===== src/rtl/screen_sequencer_pkg.sv =====
// Shared types and constants for the screen sequencer: classifier state encoding,
// screen-index width, default timing and the target-advance helper.
package screen_sequencer_pkg;

    localparam int unsigned ScreenW           = 3;
    localparam int unsigned LevelSteps        = 8;
    localparam int unsigned DefDebounceCycles = 62500;
    localparam int unsigned DefHoldCycles     = 6250000;
    localparam int unsigned DefNumScreens     = 8;

    typedef enum logic [1:0] {
        StIdle,
        StTiming,
        StHeld
    } cls_state_e;

    // Advance a screen index, wrapping from num-1 back to the home screen.
    function automatic logic [ScreenW-1:0] next_screen(input logic [ScreenW-1:0] cur,
                                                       input int unsigned num);
        if (32'(cur) >= num - 1) begin
            return '0;
        end
        return cur + ScreenW'(1);
    endfunction

endpackage


===== src/rtl/btn_debounce.sv =====
// Two-flop synchroniser followed by a consecutive-cycle debouncer for one raw button.
module btn_debounce
    import screen_sequencer_pkg::*;
#(
    parameter int unsigned DEBOUNCE_CYCLES = DefDebounceCycles
) (
    input  logic clk,
    input  logic rst_n,
    input  logic btn_raw,
    output logic btn_level
);

    localparam int unsigned CntW = $clog2(DEBOUNCE_CYCLES + 1);
    localparam logic [CntW-1:0] CntLast = CntW'(DEBOUNCE_CYCLES - 1);

    logic [1:0]      sync_q;
    logic            synced;
    logic [CntW-1:0] cnt_q, cnt_d;
    logic            level_q, level_d;

    assign synced    = sync_q[1];
    assign btn_level = level_q;

    // Any cycle agreeing with the accepted level restarts the count.
    always_comb begin
        cnt_d   = '0;
        level_d = level_q;
        if (synced != level_q) begin
            if (cnt_q == CntLast) begin
                level_d = synced;
            end else begin
                cnt_d = cnt_q + CntW'(1);
            end
        end
    end

    always_ff @(posedge clk or negedge rst_n) begin
        if (!rst_n) begin
            sync_q  <= '0;
            cnt_q   <= '0;
            level_q <= 1'b0;
        end else begin
            sync_q  <= {sync_q[0], btn_raw};
            cnt_q   <= cnt_d;
            level_q <= level_d;
        end
    end

endmodule


===== src/rtl/screen_sequencer.sv =====
// Classifies debounced centre-button presses as short presses or holds and steps
// the displayed screen index, committing changes only at frame boundaries.
module screen_sequencer
    import screen_sequencer_pkg::*;
#(
    parameter int unsigned DEBOUNCE_CYCLES = DefDebounceCycles,
    parameter int unsigned HOLD_CYCLES     = DefHoldCycles,
    parameter int unsigned NUM_SCREENS     = DefNumScreens
) (
    input  logic               CLOCK,
    input  logic               rst_n,
    input  logic               btn_c,
    input  logic               frame_begin,
    output logic [ScreenW-1:0] screen_sel,
    output logic               press_evt,
    output logic               hold_evt,
    output logic [2:0]         hold_level
);

    localparam int unsigned HoldW      = $clog2(HOLD_CYCLES);
    localparam int unsigned StepCycles = HOLD_CYCLES / LevelSteps;
    localparam int unsigned StepW      = (StepCycles > 1) ? $clog2(StepCycles) : 1;
    localparam logic [HoldW-1:0] HoldLast = HoldW'(HOLD_CYCLES - 1);
    localparam logic [StepW-1:0] StepLast = StepW'(StepCycles - 1);

    logic               btn_db;
    cls_state_e         state_q, state_d;
    logic [HoldW-1:0]   hold_cnt_q, hold_cnt_d;
    logic [StepW-1:0]   step_q, step_d;
    logic [2:0]         level_q, level_d;
    logic [ScreenW-1:0] target_q, target_d;
    logic [ScreenW-1:0] screen_sel_q;

    btn_debounce #(
        .DEBOUNCE_CYCLES(DEBOUNCE_CYCLES)
    ) u_btn_debounce (
        .clk      (CLOCK),
        .rst_n    (rst_n),
        .btn_raw  (btn_c),
        .btn_level(btn_db)
    );

    // level_q tracks hold_cnt / StepCycles incrementally, avoiding a divider.
    always_comb begin
        state_d    = state_q;
        hold_cnt_d = hold_cnt_q;
        step_d     = step_q;
        level_d    = level_q;
        press_evt  = 1'b0;
        hold_evt   = 1'b0;
        hold_level = 3'd0;
        unique case (state_q)
            StIdle: begin
                if (btn_db) begin
                    state_d    = StTiming;
                    hold_cnt_d = '0;
                    step_d     = '0;
                    level_d    = 3'd0;
                end
            end
            StTiming: begin
                hold_level = level_q;
                // Reaching the hold threshold wins over a simultaneous release.
                if (hold_cnt_q == HoldLast) begin
                    hold_evt = 1'b1;
                    state_d  = StHeld;
                end else if (!btn_db) begin
                    press_evt = 1'b1;
                    state_d   = StIdle;
                end else begin
                    hold_cnt_d = hold_cnt_q + HoldW'(1);
                    if (step_q == StepLast) begin
                        step_d = '0;
                        if (level_q != 3'd7) begin
                            level_d = level_q + 3'd1;
                        end
                    end else begin
                        step_d = step_q + StepW'(1);
                    end
                end
            end
            StHeld: begin
                hold_level = 3'd7;
                if (!btn_db) begin
                    state_d = StIdle;
                end
            end
            default: state_d = StIdle;
        endcase
    end

    always_comb begin
        target_d = target_q;
        if (hold_evt) begin
            target_d = '0;
        end else if (press_evt) begin
            target_d = next_screen(target_q, NUM_SCREENS);
        end
    end

    always_ff @(posedge CLOCK or negedge rst_n) begin
        if (!rst_n) begin
            state_q    <= StIdle;
            hold_cnt_q <= '0;
            step_q     <= '0;
            level_q    <= 3'd0;
        end else begin
            state_q    <= state_d;
            hold_cnt_q <= hold_cnt_d;
            step_q     <= step_d;
            level_q    <= level_d;
        end
    end

    // screen_sel samples the pre-event target when an event lands on a frame start.
    always_ff @(posedge CLOCK or negedge rst_n) begin
        if (!rst_n) begin
            target_q     <= '0;
            screen_sel_q <= '0;
        end else begin
            target_q <= target_d;
            if (frame_begin) begin
                screen_sel_q <= target_q;
            end
        end
    end

    assign screen_sel = screen_sel_q;

endmodule


===== config.mk =====
export PLATFORM = sky130hd
export DESIGN_NAME = screen_sequencer
export DESIGN_NICKNAME = d
export VERILOG_FILES = /design/src/rtl/screen_sequencer_pkg.sv /design/src/rtl/btn_debounce.sv /design/src/rtl/screen_sequencer.sv
export SDC_FILE = /design/constraint.sdc
export NUM_CORES = 1
export LEC_CHECK = 0
export BUFFER_PORTS_ARGS = -buffer_cell sky130_fd_sc_hd__clkbuf_2
export CAP_MARGIN = 20
export CORE_UTILIZATION = 30
export DETAILED_ROUTE_END_ITERATION = 12
export GPL_TIMING_DRIVEN = 0
export SETUP_SLACK_MARGIN = 0.02
export SLEW_MARGIN = 20
export SYNTH_ARGS = -nofsm -noshare
export SYNTH_HDL_FRONTEND = slang
export SYNTH_HIERARCHICAL = 1
export SYNTH_SLANG_ARGS = --single-unit

===== constraint.sdc =====
create_clock -name CLOCK -period 3.1 [get_ports CLOCK]
set_input_delay 0.31 -clock CLOCK [delete_from_list [all_inputs] [get_ports CLOCK]]
set_output_delay 0.31 -clock CLOCK [all_outputs]
set_load 0.01 [all_outputs]

### After elaboration in Yosys (flattened, before gate mapping)

Index checks and enable logic that the tools add are counted.

* reduce and logical (&&, ||, !) cells: 6
* equal/unequal tests: 12
* muxes and demuxes: 34
* add/sub/neg operators: 5
* order comparisons: 1

Operators with widths (count)
* two-way mux 20 bit: 4
* two-way mux 23 bit: 3
* case mux 23 bit (2 select lines): 1
* case mux 20 bit (2 select lines): 1
* two-way mux 16 bit: 2
* two-way mux 3 bit: 9
* adder 23 x 1 -> 23 bit, second input constant: 1
* == test 23 bit, second input constant: 1
* adder 20 x 1 -> 20 bit, second input constant: 1
* == test 20 bit, second input constant: 1
* adder 16 x 1 -> 16 bit, second input constant: 1
* == test 16 bit, second input constant: 1
* case mux 3 bit (2 select lines): 2
* two-way mux 1 bit: 8
* adder 3 x 1 -> 3 bit, second input constant: 2
* two-way mux 2 bit: 3
* != test 2 bit, second input constant: 3
* case mux 2 bit (3 select lines): 1
* AND reduction 6 bit: 1
* != test 2 x 1 -> 1 bit, second input constant: 2
* AND reduction 4 bit: 1
* nonzero test 2 bit: 2
* greater-or-equal comparator 3 bit, second input constant: 1
* != test 3 bit, second input constant: 1
* other kinds (5): 5

* logic and storage cells: 67
* output and inout bits: 8
* flip-flop bits (word level): 73

### Depth between registers and ports, before layout

Gate-level depths: netlist of the first run.

* word-level depth: 8
* mapped depth: 8
* mapped depth without buffers: 7

### Cells and area by module

The synthesis of the first run kept the hierarchy.

By module, submodules not included
* screen_sequencer: area each 3194.3 um^2, sequential area each 1351.3 um^2, instances 1, cells each 339
* btn_debounce: area each 883.3 um^2, sequential area each 475.5 um^2, instances 1, cells each 82

### Least setup slack after synthesis of the first run

OpenSTA, ideal clock, no wires.

* kind: register to register
* start point: register state_q[0]
* end point: register step_q[11]
* arrival: 2018 ps
* slack: 1009 ps
* period minus slack after synthesis: 2091 ps
* stages on the path, launching flop included: 8
* library setup time: 73 ps
* buffers on the path: 1
* path through: dfrtp_1 > inv_1 > ha_1 > o21ai_1 > a31o_4 > buf_2 > or4_2 > a21oi_2

* word-level cells in the longest chain between the ends: 3

RTL lines
* start: declaration: line screen_sequencer.sv:27 `cls_state_e state_q, state_d;`
* start signal: assignment: line screen_sequencer.sv:103 `state_q <= StIdle;`
* start signal: assignment: line screen_sequencer.sv:108 `state_q <= state_d;`
* == test 2 x 1 -> 1 bit / zero test 2 bit (equally long branches): line screen_sequencer.sv:52 `unique case (state_q)`
* != test 2 x 1 -> 1 bit (no line) (tied with other cells)
* AND reduction 4 bit (no line)
* end signal: assignment: line screen_sequencer.sv:110 `step_q <= step_d;`
* end: declaration: line screen_sequencer.sv:29 `logic [StepW-1:0] step_q, step_d;`

Several ways; a longest one is shown, not always the timed one.
A chain may end at the register's enable or synchronous reset.

### Worst setup path after layout of the first run

* start point: register state_q[1]
* end point: output port hold_evt

* word-level cells in the longest chain between the ends: 2

RTL lines
* == test 2 x 1 -> 1 bit: line screen_sequencer.sv:52
* two-way mux 1 bit: line screen_sequencer.sv:52
* end: declaration: line screen_sequencer.sv:16 `output logic hold_evt,`

Every way passes these cells.

==> results.txt, run 1 <==
pin slew with the least headroom to its limit - 0.852 ns
final hold vios - 0
first-iteration detailed-routing DRC count - 172
Post-Syn Instances - 421
Cell variety after synth - 55
power density cells - 485 nW/µm²
Buf/Inv on CP - 4
setup bufs post-CTS - 0
relative slew slack - 42.7%
sw frac - 18.8%
Seq/Total Area, Yosys - 44.8%
CTS buffer count - 9
Hold Crit Start - btn_c
Reg clk slew, reported paths - 0.06 ns
global-route wire length before repair - 15.5 mm
Hold/Removal Path Class - in -> reg
r2r setup slk - 0.72 ns
CTS tree - yes
Worst EP arrival - 2.31 ns
hold_ws - 0.0778 ns
Worst path slowest cell - dfrtp_1
I/O Buffers - 11
Setup CP Type - reg -> out
Fill cells - 1340
drt pass-1 iters - 5
Die Ht - 119 µm
Initial Util - 30.8%
Syn Std Cell Area - 4080 µm²
Post-DP HPWL - 6.20 mm
Seq cells post-synth - 73
Area Growth Syn to Fin - 17.0%
number of enable flip-flop cells after synthesis - 0
# resized after CTS - 0
crit-path most repeated cell - clkbuf_1
drt total wl - 9.00 mm
DR vias - 3279
drt drc - 0
chip width - 119 µm
Cell Chain, Critical Path - inv_1 > ha_1 > clkbuf_1 > clkbuf_1 > and3_1 > clkbuf_2
Avg Vias per Cell - 5.24
GPL Wtd Cong - 0.780
vias in the first global route - 3281
setup_tns - 0 ns
cell total after placement - 609
Synth async-reset ratio - 100%
row count - 42
Synth top area share - 44.8%
Syn. warnings - 6
Post-Syn Nets - 437
sw power - 0.434 mW
initial antenna violation count - 0
final worst clock skew - 0.00742 ns
fin. max-slew vios - 0
outcome - finished clean
TritonCTS sink count - 73
post-route ant nets - 0
Overflow after GRT - 0
Root Driver - clkbuf_16
Sequential Power Share - 41.6%
reg2reg start - state_q[0]$_DFFE_PN0P_
fin cells - 626
Primary FF master, synth - dfrtp_1
worst vdd ir - 0.000390 V
CP max stage delay - 0.43 ns
synth top area cells - dfrtp_1 45%, ha_1 3.7%, nand2_1 3.5%
critical path launch point type - register
placed cell areas - 4380 µm²
H-tree levels - 3
clk buf depth - 2
Layout Nets - 461
I/O pin count - 12
RSZ-0062 raised after global routing - no
CP top delay family - buffers and inverters
crit-path max FO - 10
LEAKAGE - 1.96 nW
Yosys top cell by area - dfrtp_1
# Max-Cap Violations - 0
Pint - 1.88 mW
Tot GR Track Use - 13.5%
min Tclk post-route - 2.62 ns
Required @ worst endpoint - 2.79 ns
fmax - 0.382 GHz
Critical Path Source - state_q[1]$_DFFE_PN0P_
later-pin clock latency in the skew report - 0.34 ns
DR WL/cell - 14.4 µm
core area - 13200 µm²
Clock Power Share - 56.8%
syn_area_per_cell - 9.69 µm²
final core utilization - 36.0%
final period utilization - 84.5%
share of post-route cells with drive strength above 1 - 14.9%
largest net degree at the start of global routing - 44
nature of the critical path endpoint - output pin
final setup fails - 0
diode count - 0
die area - 14100 µm²
Comb power frac - 1.7%
post-route cell area - 4770 µm²
-- power by group through the flow --
stage	registers, mW	clock network (mW)	logic (mW)
2_1_floorplan	0.978	0	0.0104
3_3_place_gp	0.979	0	0.0345
3_5_place_dp	0.979	0	0.0398
4_1_cts	0.961	1.34	0.0412
5_1_grt	0.962	1.37	0.0454
6_report	0.962	1.31	0.0387
-- per-stage QoR --
step | total power, mW | worst slack [ns]
floorplan | 0.989 | 1.01
global placement | 1.01 | 0.776
detailed placement | 1.02 | 0.749
CTS | 2.34 | 0.469
global route | 2.38 | 0.374
finish | 2.31 | 0.480
-- kinds of logic after synthesis --
family	Yosys count	share of synthesized area [%]
compound gates	81	13.6
xor+xnor	23	4.94
flops	73	44.8
mux	5	1.44
buf+inv	26	3.74
fa+ha+maj	12	3.68
simple gates	201	27.8
-- cells in the final DEF, fill, tap and decap left out, types with 9 or more instances in the layout --
master     count
dfrtp_1       73
nand2_1       38
nor2_1        37
nand4_1       20
nand3_1       20
a21oi_1       16
xnor2_1       15
o31ai_1       12
o21ai_0       12
or3_1         12
ha_1          12
nor3_1        11
inv_1         10
and3_1        10
o21ai_1       10
clkbuf_2      10
a21oi_2        9
clkbuf_16      9
-- path summary, 6_finish.rpt --
kind / cells past startpoint / endpoint
worst max-delay path: 6 / hold_evt
worst min-delay path: 1 / u_btn_debounce/sync_q[0]$_DFF_PN0_
worst max register to register: 7 / step_q[10]$_DFFE_PN0P_
worst min register to register: 0 / u_btn_debounce/sync_q[1]$_DFF_PN0_
max in group asynchronous: 3 / screen_sel[0]$_DFFE_PN0P_
min in group asynchronous: 2 / step_q[8]$_DFFE_PN0P_
-- repair_timing --
item	in CTS	in global routing
setup endpoints to repair	0	0
hold endpoints to repair	30	0
hold buffers	1	0
-- state kept, by name, indices dropped and copies added, names as in the netlist --
signal                    cells
level_q                       3
u_btn_debounce/cnt_q         16
hold_cnt_q                   23
u_btn_debounce/sync_q         2
state_q                       2
screen_sel                    3
step_q                       20
target_q                      3
u_btn_debounce/btn_level      1
-- synthesized netlist by cell type, types with 2 or more instances --
master,n
o31ai_1,12
clkbuf_1,7
nand4b_1,3
nand3b_1,3
nand2_1,38
a22o_1,6
nor2_1,37
buf_6,7
o21ai_1,10
mux2_2,3
nor4_1,6
nor3_1,11
o21ai_0,12
or3_1,12
nand3_1,20
and4_1,2
or4_1,7
a2bb2oi_1,3
or4b_1,2
and2_1,3
or4_2,2
nand4_1,20
buf_2,2
dfrtp_1,73
o22ai_1,3
and3_1,10
or4_4,5
ha_1,12
xnor2_1,15
nor2b_1,8
xor2_1,8
nand2b_1,3
or2_1,2
inv_1,10
a21oi_1,16
a21oi_2,9
-- metal layers --
| layer | routed length (µm) | global-route usage [%] |
|---|---|---|
| met5 | 0 | 0 |
| met4 | 97 | 4.11 |
| met3 | 316 | 2.85 |
| met2 | 4260 | 22.3 |
| met1 | 4320 | 17.6 |
-- layout make-up --
type                            instances  area (µm²)  area share, %
Tap cell                              176         220           4.62
Multi-Input combinational cell        322        2100           44.0
Sequential cell                        73        1830           38.3
Buffer                                 16         115           2.41
Clock buffer                           11         253           5.30
Timing Repair Buffer                   13        95.1           1.99
Inverter                               10        37.5          0.787
Clock inverter                          5         125           2.62
Power figures use the tool's default switching activity.
==> inputs of run 2 (changes only) <==
- ABC_AREA: unset -> 1
- clock period: 3.1 -> 2.5 ns (I/O delays scaled with it)
==> run 2 against run 1 <==
Cell count is 47% higher; routed wire length grew 23%; non-clock buffer count stayed put; count of clock-buffer cells in the layout decreased by 1; first-iteration DRC count rose by 9.3%; sequential share of layout area fell by 4.2 points; critical endpoint is now press_evt.
==> results.txt, run 2 <==
outcome - finished clean
I/O pin count - 12
relative slew slack - 60.2%
Setup CP Type - reg -> out
setup bufs post-CTS - 0
critical path launch point type - register
global-route wire length before repair - 19.5 mm
final hold vios - 0
CP top delay family - simple AND/OR/NAND/NOR gates
initial antenna violation count - 0
nature of the critical path endpoint - output pin
Hold Crit Start - frame_begin
vias in the first global route - 4060
highest-count cells in the layout ignoring fill and taps - 217 x nand2_1, 124 x nor2_1, 73 x dfrtp_1
Required @ worst endpoint - 2.25 ns
crit-path max FO - 7
Post-DP HPWL - 8.38 mm
fin worst setup slack - 0.211 ns
RSZ-0062 raised after global routing - no
most common library cells after synthesis - 217 x nand2_1, 124 x nor2_1, 73 x dfrtp_1, 57 x inv_1, 52 x nand3_1
fmax - 0.437 GHz
diode count - 0
later-pin clock latency in the skew report - 0.34 ns
Syn Std Cell Area - 4710 µm²
RR Endpoint - level_q[2]$_DFFE_PN0P_
Buf/Inv on CP - 2
final worst clock skew - 0.00685 ns
CTS tree - yes
r2r setup slk - 0.50 ns
Cell variety after synth - 36
chip width - 127 µm
Tot GR Track Use - 15.0%
Critical Path Source - hold_cnt_q[0]$_DFFE_PN0P_
biggest regs - hold_cnt_q: 23 flops, step_q: 20 flops, u_btn_debounce/cnt_q: 16 flops
pre-CTS WS - 0.444 ns
I/O Buffers - 11
Reg clk slew, reported paths - 0.06 ns
setup_tns - 0 ns
Worst path slowest cell - dfrtp_1
Top reg by flops - hold_cnt_q
Seq cells post-synth - 73
placed cell areas - 5060 µm²
syn_area_per_cell - 6.93 µm²
Layout Nets - 721
top-count cell post-synth - nand2_1
Die Ht - 127 µm
Post-Syn Nets - 696
Post-Syn Instances - 680
LEAKAGE - 2.28 nW
hold worst-path end - screen_sel[0]$_DFFE_PN0P_
post-route cell area - 5360 µm²
first-iteration detailed-routing DRC count - 188
core area - 15300 µm²
Initial Util - 30.9%
GPL Wtd Cong - 0.934
R2R depth - 10
Worst EP arrival - 2.04 ns
hold_ws - 0.194 ns
row count - 45
Avg Vias per Cell - 4.65
drt drc - 0
drt total wl - 11.1 mm
Overflow after GRT - 0
Synth async-reset ratio - 100%
Fill cells - 1637
CTS buffer count - 9
clk buf depth - 2
reg2reg start - state_q[1]$_DFFE_PN0P_
share of post-route cells with drive strength above 1 - 9.58%
fin. max-slew vios - 0
die area - 16200 µm²
largest net degree at the start of global routing - 44
pin slew with the least headroom to its limit - 0.597 ns
Primary FF master, synth - dfrtp_1
DR vias - 4285
post-route ant nets - 0
worst vdd ir - 0.000327 V
# Max-Cap Violations - 0
min Tclk post-route - 2.29 ns
max reg flops - 23
number of enable flip-flop cells after synthesis - 0
synth top area cells - dfrtp_1 39%, nand2_1 17%, nor2_1 9.9%
final period utilization - 91.6%
Syn. warnings - 6
TritonCTS sink count - 73
Seq/Total Area, Yosys - 38.8%
final setup fails - 0
power density cells - 456 nW/µm²
CP max stage delay - 0.43 ns
commonest non-fill, non-tap cell in the layout - nand2_1
crit-path most repeated cell - nor2_1
Hold/Removal Path Class - in -> reg
Area Growth Syn to Fin - 13.7%
Yosys top cell by area - dfrtp_1
DR WL/cell - 12.1 µm
hold depth - 2
Root Driver - clkbuf_16
final core utilization - 35.1%
Synth top area share - 38.8%
H-tree levels - 3
drt pass-1 iters - 5
Cell Chain, Critical Path - ha_2 > nand2_2 > nor2_4 > inv_1 > nor2_1 > nand3_1 > nand2_1 > nor2_1 > clkbuf_2
-- run 2: routing by layer --
metal,part of all wire [%],vias to the layer above,GRT usage [%]
li1,-,2208,-
met1,47,2006,19.4
met2,48,58,24.9
met3,4.0,13,3.27
met4,1.4,0,4.34
met5,0,-,0
-- run 2: logic make-up after synthesis --
family | Yosys count | synth area share (%)
flops | 73 | 38.8
mux | 3 | 0.717
fa+ha+maj | 12 | 3.19
buf+inv | 76 | 6.85
xor+xnor | 22 | 4.25
simple gates | 450 | 41.0
compound gates | 44 | 5.18
-- run 2: timing repair --
item,4_1_cts,5_1_grt
hold endpoints to repair,31,0
hold buffers,2,0
resized for setup,0,1
endpoints found under the setup margin,0,1
-- run 2: power by group --
part / internal (mW) / switching, mW
registers: 1.19 / 0.00508
clock network: 0.673 / 0.529
logic: 0.0147 / 0.0345
-- run 2: stage by stage --
stage                     total power [mW]  std cells
final                                 2.44        921
after global routing                  2.53        921
after CTS                             2.48        921
after detailed placement              1.26        903
after global placement                1.26        902
after floorplan                       1.23        680
-- run 2: final cells by class --
| class | instances | area, µm² | area share [%] |
|---|---|---|---|
| well taps | 211 | 264 | 4.93 |
| plain buffers | 15 | 93.8 | 1.75 |
| repair buffers | 14 | 105 | 1.96 |
| clock inverters | 6 | 45.0 | 0.841 |
| clock buffers | 10 | 229 | 4.27 |
| flip-flops and latches | 73 | 1830 | 34.1 |
| inverters | 61 | 229 | 4.27 |
| multi-input cells | 531 | 2560 | 47.9 |
-- run 2: worst max path at each step --
stage                                  to  slack [ns]  cells past startpoint
2_1_floorplan  hold_cnt_q[10]$_DFFE_PN0P_        0.81                     11
3_3_place_gp       step_q[15]$_DFFE_PN0P_        0.46                      1
3_5_place_dp       step_q[19]$_DFFE_PN0P_        0.44                     11
4_1_cts                         press_evt        0.12                      9
5_1_grt                         press_evt        0.04                      9
6_report                        press_evt        0.21                      9
==> inputs of run 3 (changes only) <==
- PLACE_DENSITY_LB_ADDON: unset -> 0.05
==> run 3 against run 2 <==
Sequential share of layout area fell by 0.32 points; die area unchanged; non-clock buffer count increased by 2; register-to-register slack worse by 0.10 ns; cell count up 0.11%; clock power up 20%; count of clock-buffer cells in the layout rose by 1; fmax shrank 1.8%; first-iteration DRC count rose by 28%; routed wire length increased by 15%; largest power group unchanged.
==> results.txt, run 3 (synthesis gave the netlist of run 2 again) <==
LEAKAGE - 2.31 nW
Worst EP arrival - 2.08 ns
Initial Util - 30.9%
Layout Nets - 723
GPL Wtd Cong - 0.839
Setup CP Type - reg -> out
DR WL/cell - 13.9 µm
crit-path max FO - 6
placed cell areas - 5040 µm²
Tot GR Track Use - 17.2%
vias in the first global route - 4224
final period utilization - 93.3%
Required @ worst endpoint - 2.25 ns
Avg Vias per Cell - 4.62
Hold/Removal Path Class - in -> reg
drt total wl - 12.8 mm
Fill cells - 1661
setup_tns - 0 ns
post-route cell area - 5410 µm²
nature of the critical path endpoint - output pin
largest net degree at the start of global routing - 74
I/O Buffers - 11
pin slew with the least headroom to its limit - 0.666 ns
H-tree levels - 3
Post-DP HPWL - 9.46 mm
later-pin clock latency in the skew report - 0.35 ns
Top reg by flops - hold_cnt_q
# Max-Cap Violations - 0
Die Ht - 127 µm
final setup fails - 0
CP top delay family - simple AND/OR/NAND/NOR gates
row count - 45
fin. max-slew vios - 0
fin worst setup slack - 0.168 ns
Reg clk slew, reported paths - 0.06 ns
worst vdd ir - 0.000315 V
final core utilization - 35.4%
relative slew slack - 55.6%
Overflow after GRT - 0
DR vias - 4256
RSZ-0062 raised after global routing - no
initial antenna violation count - 0
chip width - 127 µm
die area - 16200 µm²
core area - 15300 µm²
post-route ant nets - 0
pre-CTS WS - 0.343 ns
global-route wire length before repair - 21.5 mm
clk buf depth - 2
drt pass-1 iters - 4
critical path launch point type - register
diode count - 0
CTS buffer count - 9
Root Driver - clkbuf_16
final hold vios - 0
TritonCTS sink count - 73
CTS tree - yes
highest-count cells in the layout ignoring fill and taps - 217 x nand2_1, 124 x nor2_1, 73 x dfrtp_1
max reg flops - 23
I/O pin count - 12
share of post-route cells with drive strength above 1 - 9.85%
outcome - finished clean
Cell Chain, Critical Path - ha_2 > nand2_2 > nor2_4 > buf_4 > nand2_2 > nor2_4 > nand3_4 > inv_1 > clkbuf_2
power density cells - 496 nW/µm²
drt drc - 0
multi-input logic area - 2570 µm²
Area Growth Syn to Fin - 14.8%
fmax - 0.429 GHz
commonest non-fill, non-tap cell in the layout - nand2_1
final worst clock skew - 0.00376 ns
Worst path slowest cell - dfrtp_1
Buf/Inv on CP - 3
CP max stage delay - 0.43 ns
biggest regs - hold_cnt_q: 23 flops, step_q: 20 flops, u_btn_debounce/cnt_q: 16 flops
register area - 1830 µm²
min Tclk post-route - 2.33 ns
first-iteration detailed-routing DRC count - 240
run 3: cell types whose count changed in the layout (fill, tap and decap cells not counted), sizes merged:
cell      delta
buf          +2
bufinv       +2
clkbuf       +1
clkinv       -3
clkinvlp     -2
inv          +1
run 3: area by class of cell:
| type | count | share of cell area (%) |
|---|---|---|
| clock inverter | 4 | 1.41 |
| inverter | 61 | 4.23 |
| multi-input combinational | 531 | 47.5 |
| buffer | 15 | 1.74 |
| sequential | 73 | 33.8 |
| clock buffer | 11 | 4.49 |
| tap | 211 | 4.88 |
| timing repair buffer | 16 | 1.97 |
run 3: worst reg2reg max path: stages (launching register included):
cell and delay, ns:
dfrtp_1 0.43, ha_2 0.28, nand2_2 0.10, nor2_4 0.17, buf_4 0.13, nand2_2 0.06
nor2_4 0.15, nand3_4 0.12, nand2_4 0.15, inv_2 0.08, buf_2 0.19, nand2_1 0.08
nand2_1 0.05
run 3: metal layers:
layer	wire, µm	up-vias	global-route usage, %
li1	-	2222	-
met1	6360	1989	22.5
met2	5990	31	28.5
met3	282	14	3.18
met4	191	0	6.09
met5	0	-	0
run 3: stage by stage:
step	hold slack [ns]	power (mW)	std cells
finish	0.196	2.68	922
global placement	0.339	1.26	902
CTS	0.190	2.73	919
global route	0.197	2.79	922
detailed placement	0.335	1.26	902
floorplan	-0.0456	1.23	680
run 3: where the power goes:
part	leakage [nW]	total, mW	switching (mW)	internal [mW]
sequential	1.01	1.19	0.00509	1.19
combinational	1.15	0.0465	0.0354	0.0111
clock	0.152	1.44	0.545	0.900
run 3: final timing paths:
path	startpoint	slack, ns	end	cells after the start
worst max-delay path	hold_cnt_q[0]$_DFFE_PN0P_	0.17	hold_evt	9
worst min-delay path	frame_begin	0.20	screen_sel[2]$_DFFE_PN0P_	2
worst max register to register	hold_cnt_q[0]$_DFFE_PN0P_	0.40	hold_cnt_q[10]$_DFFE_PN0P_	12
worst min register to register	u_btn_debounce/sync_q[0]$_DFF_PN0_	0.36	u_btn_debounce/sync_q[1]$_DFF_PN0_	0
max in group asynchronous	rst_n	1.56	step_q[7]$_DFFE_PN0P_	2
min in group asynchronous	rst_n	0.50	hold_cnt_q[16]$_DFFE_PN0P_	2
run 3: what timing repair did:
action                                  in CTS  in global routing
pin swaps                                    0                  1
endpoints found under the setup margin       1                  1
hold buffers                                 2                  0
endpoints found under the hold margin       74                  0
setup buffers                                0                  3
gates resized for setup                      1                  1
